==> config.mk <==
export PLATFORM = sky130hd
export DESIGN_NAME = div_sequencer
export DESIGN_NICKNAME = d
export VERILOG_FILES = /design/src/rtl/div_sequencer.sv
export SDC_FILE = /design/constraint.sdc
export NUM_CORES = 1
export LEC_CHECK = 0
export CAP_MARGIN = 40
export CORE_MARGIN = 8
export CORE_UTILIZATION = 55
export CTS_BUF_LIST = sky130_fd_sc_hd__clkbuf_4 sky130_fd_sc_hd__clkbuf_8
export CTS_CLUSTER_SIZE = 25
export DETAILED_ROUTE_END_ITERATION = 8
export PLACE_DENSITY = 0.88
export RECOVER_POWER = 25
export SYNTH_ARGS = -nofsm -noshare
export SYNTH_HDL_FRONTEND = slang
export SYNTH_SLANG_ARGS = --single-unit
==> constraint.sdc <==
create_clock -name clock -period 8.5 [get_ports clock]
set_input_delay 1.275 -clock clock [delete_from_list [all_inputs] [get_ports clock]]
set_output_delay 1.275 -clock clock [all_outputs]
set_load 0.01 [all_outputs]
==> src/rtl/div_sequencer.sv <==
// div_sequencer: multicycle signed integer divide controller.
// Restoring shift/subtract datapath producing one quotient bit per cycle,
// with invert-plus-one sign correction of operands and results.
// Optional feature macro DIV_REMAINDER_EN adds the data_remainder port
// (remainder sign follows the dividend).

module div_sequencer #(
  parameter int WIDTH = 32
) (
  input  logic             clock,
  input  logic             reset,
  input  logic             ctrl_DIV,
  input  logic [WIDTH-1:0] data_operandA,
  input  logic [WIDTH-1:0] data_operandB,
  output logic [WIDTH-1:0] data_result,
  output logic             data_exception,
  output logic             data_resultRDY,
  output logic             busy
`ifdef DIV_REMAINDER_EN
  ,
  output logic [WIDTH-1:0] data_remainder
`endif
);

  localparam int CW = $clog2(WIDTH);

  localparam logic [2:0] IDLE  = 3'd0;
  localparam logic [2:0] PREP  = 3'd1;
  localparam logic [2:0] ITER  = 3'd2;
  localparam logic [2:0] FIXUP = 3'd3;
  localparam logic [2:0] DONE  = 3'd4;

  localparam logic [CW-1:0]    LAST_COUNT = CW'(WIDTH - 1);
  localparam logic [CW-1:0]    ONE_C      = CW'(1);
  localparam logic [WIDTH-1:0] ONE_W      = WIDTH'(1);
  localparam logic [WIDTH:0]   ONE_X      = (WIDTH + 1)'(1);
  localparam logic [WIDTH+1:0] ONE_T      = (WIDTH + 2)'(1);
  localparam logic [WIDTH-1:0] MOST_NEG   = {1'b1, {(WIDTH - 1){1'b0}}};

  logic [2:0]       state;
  logic [CW-1:0]    count;
  logic [WIDTH-1:0] op_a;
  logic [WIDTH-1:0] op_b;
  logic [WIDTH:0]   abs_b;
  logic [WIDTH:0]   rem;
  logic [WIDTH-1:0] quo;
  logic             qsign;
  logic             exc;
`ifdef DIV_REMAINDER_EN
  logic             rsign;
`endif

  // The remainder register carries one extra bit so a divisor magnitude of
  // 2^(WIDTH-1) and the shifted partial remainder never overflow; the trial
  // difference carries one more bit again so its sign is always exact.
  logic [WIDTH-1:0] abs_a;
  logic [WIDTH:0]   b_ext;
  logic [WIDTH:0]   b_mag;
  logic [WIDTH+1:0] shifted;
  logic [WIDTH+1:0] trial;
  logic             trial_neg;
  logic [WIDTH:0]   rem_next;
  logic [WIDTH-1:0] quo_next;
  logic             overflow_case;

  // Operand magnitudes and one restoring-division step
  always_comb begin
    abs_a         = op_a[WIDTH-1] ? (~op_a + ONE_W) : op_a;
    b_ext         = {op_b[WIDTH-1], op_b};
    b_mag         = op_b[WIDTH-1] ? (~b_ext + ONE_X) : b_ext;
    shifted       = {rem, quo[WIDTH-1]};
    trial         = shifted + ~{1'b0, abs_b} + ONE_T;
    trial_neg     = trial[WIDTH+1];
    rem_next      = trial_neg ? shifted[WIDTH:0] : trial[WIDTH:0];
    quo_next      = {quo[WIDTH-2:0], ~trial_neg};
    overflow_case = (op_a == MOST_NEG) && (op_b == '1);
  end

  // Control sequencing and datapath registers; a start pulse always wins
  always_ff @(posedge clock or posedge reset) begin
    if (reset) begin
      state <= IDLE;
      count <= '0;
      op_a  <= '0;
      op_b  <= '0;
      abs_b <= '0;
      rem   <= '0;
      quo   <= '0;
      qsign <= 1'b0;
      exc   <= 1'b0;
`ifdef DIV_REMAINDER_EN
      rsign <= 1'b0;
`endif
    end else if (ctrl_DIV) begin
      op_a  <= data_operandA;
      op_b  <= data_operandB;
      count <= '0;
      state <= PREP;
    end else begin
      case (state)
        IDLE: state <= IDLE;
        PREP: begin
          count <= '0;
          rem   <= '0;
          if (op_b == '0) begin
            exc   <= 1'b1;
            quo   <= '0;
            state <= DONE;
          end else if (overflow_case) begin
            exc   <= 1'b1;
            quo   <= MOST_NEG;
            state <= DONE;
          end else begin
            exc   <= 1'b0;
            abs_b <= b_mag;
            quo   <= abs_a;
            qsign <= op_a[WIDTH-1] ^ op_b[WIDTH-1];
`ifdef DIV_REMAINDER_EN
            rsign <= op_a[WIDTH-1];
`endif
            state <= ITER;
          end
        end
        ITER: begin
          rem   <= rem_next;
          quo   <= quo_next;
          count <= count + ONE_C;
          if (count == LAST_COUNT) state <= FIXUP;
        end
        FIXUP: begin
          if (qsign) quo <= ~quo + ONE_W;
`ifdef DIV_REMAINDER_EN
          if (rsign) rem <= ~rem + ONE_X;
`endif
          state <= DONE;
        end
        DONE: state <= IDLE;
        default: state <= IDLE;
      endcase
    end
  end

  // Registered status/result outputs, one cycle behind the state they report
  always_ff @(posedge clock or posedge reset) begin
    if (reset) begin
      data_result    <= '0;
      data_exception <= 1'b0;
      data_resultRDY <= 1'b0;
      busy           <= 1'b0;
`ifdef DIV_REMAINDER_EN
      data_remainder <= '0;
`endif
    end else begin
      data_resultRDY <= (state == DONE);
      busy           <= (state == PREP) || (state == ITER) || (state == FIXUP);
      if (state == DONE) begin
        data_result    <= quo;
        data_exception <= exc;
`ifdef DIV_REMAINDER_EN
        data_remainder <= rem[WIDTH-1:0];
`endif
      end
    end
  end

endmodule
==> key figures, run 1 <==
Cells and area
  – Share of layout cells above drive strength 1: 13.2%
  – Antenna fix cells: 0
  – Nets@finish: 1491
  – Synthesis-to-finish area growth: 16.8%
  – Final cell count without fillers: 1689
  – Layout fillers: 1622

Die
  – Die Area: 27300 sq um
  – Die W: 165 microns
  – Core Region: 21800 sq um
  – Initial Utilization: 56.1%
  – Die Y-Extent: 165 microns
  – Core Rows: 54
  – IO Pins: 102

STA
  – Final Hold Viols: 0
  – Post-route minimum period: 5.82 ns
  – TNS Setup: 0 ns
  – Slew Viols, Final: 112
  – Final period util: 68.5%
  – # setup viols final: 0
  – Fmax: 172 MHz
  – Worst Skew: 0.0178 ns
  – Unrepaired setup endpoints after global routing: false
  – Slew margin rel.: -165%
  – Worst slew pin tran: 3.98 ns

Logic synthesis
  – Synth cell count leaders: dfrtp_1, nand2_1, o21ai_0
  – Mapped Cells: 1300
  – Largest area contributor in the netlist: dfrtp_1
  – Synth Area in Compound Gates: 16.8%
  – Mean Syn Cell Area: 9.41 sq um
  – Number of synthesized register bits: 207
  – Post-Synthesis Cell Area: 12200 sq um
  – Top-count cell post-synth: dfrtp_1
  – Main combinational cell family by area after synthesis: compound AO/OA/AOI/OAI gates
  – Sequential element share of the synthesized area: 42.3%
  – Async SR Flop Fraction: 100%
  – EDFF count, synth: 0
  – Yosys warnings: 0
  – Number of library cell types mapped by synthesis: 63
  – Multiplexer share of the synthesized area: 11.7%
  – Post-synthesis xor/xnor area fraction: 6.87%
  – Syn nets: 1407
  – Post-Synth Adder-Cell Area: 4.15%
  – Post-synth top area share: 42.3%
  – Most used DFF post-synth: dfrtp_1
  – Simple-Gate Fraction of Synth Area: 14.2%
  – Largest cells by area after synthesis: dfrtp_1, mux2_2, o21ai_0

Clock tree
  – Post-CTS sizing: 0
  – Total CTS buffers: 35
  – H-tree depth: 2
  – Clock Latency Late Sink: 0.53 ns
  – Root buf cell: clkbuf_8
  – CTS clk-pin slew, worst paths: 0.06 ns
  – CTS tree: done
  – Hold buffer count at CTS: 0
  – Setup Buffers After CTS: 0
  – Clock Sinks: 207
  – Max Root-Sink Buffers: 3

Routing
  – Routed wire per std cell: 18.1 microns
  – DR iter-0 viols: 1018
  – Pre-Repair DR Iteration Count: 5
  – Post-Route WL: 30600 microns
  – ANT nets after route: 0
  – Avg Vias per Cell: 6.06
  – Post-route DRC: 0
  – Total number of vias: 10230

Placed design
  – DP Cell Count: 1627
  – Routability congestion estimate: 0.896
  – IO Port Bufs: 101
  – Post-DP HPWL: 21500 microns

GRT
  – Antenna violations before repair: 0
  – GRT Overall Usage: 22.7%
  – Largest net degree at the start of global routing: 110
  – GRT overflow: 0
  – Vias in the first global route: 10048
  – First-pass GRT wire length: 50800 microns

Critical path
  – CP arrival: 6.23 ns
  – Critical Path RT: 8.91 ns
  – Worst Reg2Reg Path Length in Cells: 10
  – Max FO, Critical Path: 76
  – R2r setup slk: 4.05 ns
  – R2R Path End: quo[10]
  – CP startpoint: ctrl_DIV
  – R2R Path Start: op_b[12]
  – Kind of start point of the critical path: input port
  – Setup CP Type: input port to register
  – Critical Path End Type: register

Run status
  – Status: finished, violations left
  – Failing checks: capacitance limit, slew limit

Pwr
  – LEAKAGE: 6.03 nW
  – PwrDens: 248 nW/um^2
  – Max VDD drop: 0.160 mV

Hold path
  – Hold Crit Depth: 2
  – Min-Delay Endpoint: abs_b[0]
  – Worst hold start: abs_b[0]
  – Hold Path Class: register to register

Job
  – MaxCap Viol Count: 2
==> final cells by class <==
class                   instances  area (sq um)  area share, %
multi-input cells             971          6600           46.2
flip-flops and latches        207          5180           36.2
repair buffers                117          1210           8.50
clock buffers                  54           706           4.94
well taps                     280           350           2.45
inverters                      52           196           1.37
clock inverters                 8          46.3          0.324
==> per-stage QoR <==
step	hold slack (ns)	setup slack [ns]	instance area, sq um	utilization (%)	power (mW)
2_1_floorplan	0.456	1.57	12200	-	2.21
3_3_place_gp	0.478	4.42	13400	61.5	2.53
3_5_place_dp	0.482	4.27	13600	62.1	2.60
4_1_cts	0.497	4.23	14300	65.6	3.55
5_1_grt	0.520	2.37	14300	65.5	3.76
6_report	0.496	2.68	14300	65.5	3.55
==> power by group <==
part / total [mW] / switching, mW / internal, mW
registers: 1.40 / 0.219 / 1.18
clock network: 0.940 / 0.409 / 0.531
logic: 1.21 / 0.613 / 0.593
total: 3.55 / 1.24 / 2.31
==> cells in the final DEF (no fill, tap or decap), drive strengths merged, types with 6 or more instances in the layout <==
cell	Yosys	layout
xnor2	54	54
or4	13	13
o21ai	142	142
o22a	9	9
a22oi	7	7
dfrtp	207	207
nand4	11	11
o41ai	9	9
clkinv	1	8
xor2	42	42
or2	6	6
nor3	18	18
nand2	154	154
inv	51	51
mux2	92	92
nor4	18	18
and3	6	6
clkdlybuf4s50	0	99
buf	12	14
nor2	73	73
nand3b	6	6
o31ai	20	20
o21a	9	9
nor2b	9	9
a21o	9	9
mux2i	40	40
or3	18	18
nand3	15	15
ha	39	39
a31oi	15	15
a21oi	67	67
clkbuf	58	57
nand2b	14	14
o211ai	8	8
==> worst max-delay path, cell delays in order <==
cell and delay (ns):
buf_2 0.08, clkbuf_1 2.77, nor3_1 0.43, o21ai_4 0.18, buf_4 0.52, a21o_1 0.53, buf_16 0.23, a2bb2oi_1 0.07
o21ai_0 0.12
==> state kept, by name (all words and copies together), names as in the netlist <==
register / flops
qsign: 1
op_a: 32
quo: 32
data_resultRDY: 1
busy: 1
rem: 33
abs_b: 33
count: 5
state: 3
data_exception: 1
data_result: 32
exc: 1
op_b: 32
==> cell families (layout without fill, tap and decap cells) <==
group,after synthesis,in the layout
flops,207,207
simple gates,366,366
compound gates,337,337
buf+inv,122,231
fa+ha+maj,40,40
mux,132,132
xor+xnor,96,96
==> layer usage <==
layer / vias to the layer above / GRT usage [%] / part of all wire [%]
met3: 66 / 3.64 / 6.5
met1: 4940 / 30.7 / 43
li1: 4817 / - / -
met5: - / 0 / 0
met4: 0 / 7.41 / 2.4
met2: 407 / 36.6 / 48
==> worst max path at each step <==
stage	to	slack (ns)	depth (start not counted)
floorplan	abs_b[0]	1.57	1
CTS	quo[10]	4.23	10
global placement	rem[1]	4.42	7
finish	rem[15]	2.68	9
detailed placement	quo[10]	4.27	10
global route	rem[15]	2.37	9
Note: power is estimated with default switching activity, not from simulation.
==> run 2: changes to the inputs <==
==> constraint.sdc (replaced) <==
create_clock -name clock -period 5.9 [get_ports clock]
set_input_delay 0.885 -clock clock [delete_from_list [all_inputs] [get_ports clock]]
set_output_delay 0.885 -clock clock [all_outputs]
set_load 0.01 [all_outputs]
==> run 2 against run 1 <==
Net effect:
- worst setup slack got worse by 1.3 ns
- via count increased by 0.52%
- sequential cell count unchanged
- the flow still finishes with violations (capacitance limit, slew limit)
- clock-buffer cell count increased by 4
- hold slack improved by 0.0038 ns
- clock skew increased by 0.0073 ns
- clock power increased by 48%
- critical path type unchanged
- combinational power increased by 45%
- total power increased by 45%
- final area decreased by 0.32%
==> key figures, run 2 (same netlist as run 1, synthesis figures left out) <==
Clock tree
  – Clock Sinks: 207
  – Post-CTS sizing: 0
  – Hold buffer count at CTS: 0
  – CTS clk-pin slew, worst paths: 0.06 ns
  – Setup Buffers After CTS: 0
  – Total CTS buffers: 36
  – Root buf cell: clkbuf_8
  – Max Root-Sink Buffers: 3
  – H-tree depth: 2
  – Clock Latency Late Sink: 0.54 ns
  – CTS tree: done

Critical path
  – R2R Path End: quo[18]
  – Max FO, Critical Path: 75
  – Kind of start point of the critical path: input port
  – CP startpoint: ctrl_DIV
  – Slowest stage delay, CP: 2.63 ns
  – Worst Setup EP: abs_b[6]
  – Setup CP Type: input port to register
  – R2R Path Start: op_b[12]
  – CP arrival: 4.86 ns
  – Critical Path RT: 6.28 ns
  – Critical Path End Type: register
  – R2r setup slk: 1.57 ns
  – Crit-path cells: clkbuf_1 > clkbuf_1 > nor2_1 > nand2_1 > nor4_2 > buf_4 > nand2_1 > o21ai_0
  – Worst Reg2Reg Path Length in Cells: 10
  – Crit-path slowest cell: clkbuf_1

Die
  – Core Rows: 54
  – Die Y-Extent: 165 microns
  – Initial Utilization: 56.1%
  – Die Area: 27300 sq um
  – IO Pins: 102
  – Die W: 165 microns
  – Core Region: 21800 sq um

STA
  – Slew margin rel.: -149%
  – # setup viols final: 0
  – Worst Skew: 0.0251 ns
  – Worst hold margin: 0.500 ns
  – Unrepaired setup endpoints after global routing: false
  – Worst slew pin tran: 3.73 ns
  – Final period util: 76.0%
  – TNS Setup: 0 ns
  – Slew Viols, Final: 319
  – Final Hold Viols: 0
  – Post-route minimum period: 4.48 ns
  – Fmax: 223 MHz

Pwr
  – Sequential Power Share: 39.1%
  – PwrDens: 362 nW/um^2
  – Internal Power: 3.35 mW
  – LEAKAGE: 6.01 nW
  – Sw power: 1.81 mW
  – Gate power share: 34.0%
  – Clock Power Share: 27.0%
  – Sw Share: 35.0%
  – Max VDD drop: 0.251 mV

Routing
  – Total number of vias: 10283
  – Avg Vias per Cell: 6.08
  – Routed wire per std cell: 18.5 microns
  – DR iter-0 viols: 862
  – ANT nets after route: 0
  – Post-route DRC: 0
  – Pre-Repair DR Iteration Count: 5
  – Post-Route WL: 31300 microns

Cells and area
  – Most frequent cells in the layout: dfrtp_1, nand2_1, o21ai_0, clkdlybuf4s50_1, mux2_2
  – Synthesis-to-finish area growth: 16.4%
  – Area of the multi-input gates: 6600 sq um
  – Register area: 5180 sq um
  – Layout fillers: 1591
  – Share of layout cells above drive strength 1: 13.3%
  – Largest regs: abs_b: 33 flops, rem: 33 flops
  – Antenna fix cells: 0
  – Most common cell after layout, fill and taps aside: dfrtp_1
  – Nets@finish: 1491

Placed design
  – Post-DP HPWL: 21800 microns
  – IO Port Bufs: 101
  – Routability congestion estimate: 0.894

GRT
  – Largest net degree at the start of global routing: 208
  – Vias in the first global route: 10063
  – GRT Overall Usage: 23.0%
  – Antenna violations before repair: 0
  – GRT overflow: 0
  – First-pass GRT wire length: 51200 microns

Hold path
  – Hold Path Class: register to register
  – Worst hold start: abs_b[32]

Run status
  – Failing checks: capacitance limit, slew limit
  – Status: finished, violations left

Job
  – MaxCap Viol Count: 3
## run 2: cell types whose count changed in the layout (fill, tap and decap cells not counted), sizes merged
cell / change
clkbuf: +5
buf: -2
clkinv: -1
## run 2: worst min-delay path by stage
stage                      to  slack [ns]  cells past startpoint
floorplan            abs_b[0]        0.46                      2
global placement    abs_b[32]        0.48                      2
detailed placement  abs_b[32]        0.49                      2
CTS                 abs_b[32]        0.50                      2
global route        abs_b[32]        0.51                      2
finish              abs_b[32]        0.50                      2
## run 2: layer usage
layer	vias up	global-route usage, %	wire length [microns]
met5	-	0	0
met4	0	8.60	894
met3	63	3.47	1860
met2	435	37.7	15100
met1	4969	30.5	13500
li1	4816	-	-
## run 2: layout make-up
class	instances	share of cell area (%)
clock inverters	7	0.299
well taps	280	2.46
flip-flops and latches	207	36.4
inverters	52	1.40
multi-input cells	971	46.3
repair buffers	116	8.01
clock buffers	58	5.16
## run 2: power groups by stage
| stage | clock (mW) | sequential (mW) | combinational (mW) |
|---|---|---|---|
| detailed placement | 0 | 2.02 | 1.72 |
| global placement | 0 | 2.01 | 1.65 |
| CTS | 1.40 | 2.00 | 1.74 |
| floorplan | 0 | 1.95 | 1.23 |
| global route | 1.47 | 2.05 | 1.93 |
| finish | 1.39 | 2.01 | 1.75 |
## run 2: critical path: cells and delay by family
kind	cells	cell delay, ns
compound gates	1	0.11
simple gates	4	0.71
buf+inv	3	3.11
## run 2: through the flow
step	utilization, %	area (sq um)	total power, mW	setup slack, ns	cells
floorplan	-	12200	3.18	2.33	1300
global placement	61.5	13400	3.65	1.94	1622
detailed placement	61.8	13500	3.75	1.70	1626
CTS	65.4	14300	5.15	1.66	1691
global route	65.3	14200	5.45	0.988	1691
finish	65.3	14200	5.16	1.42	1691
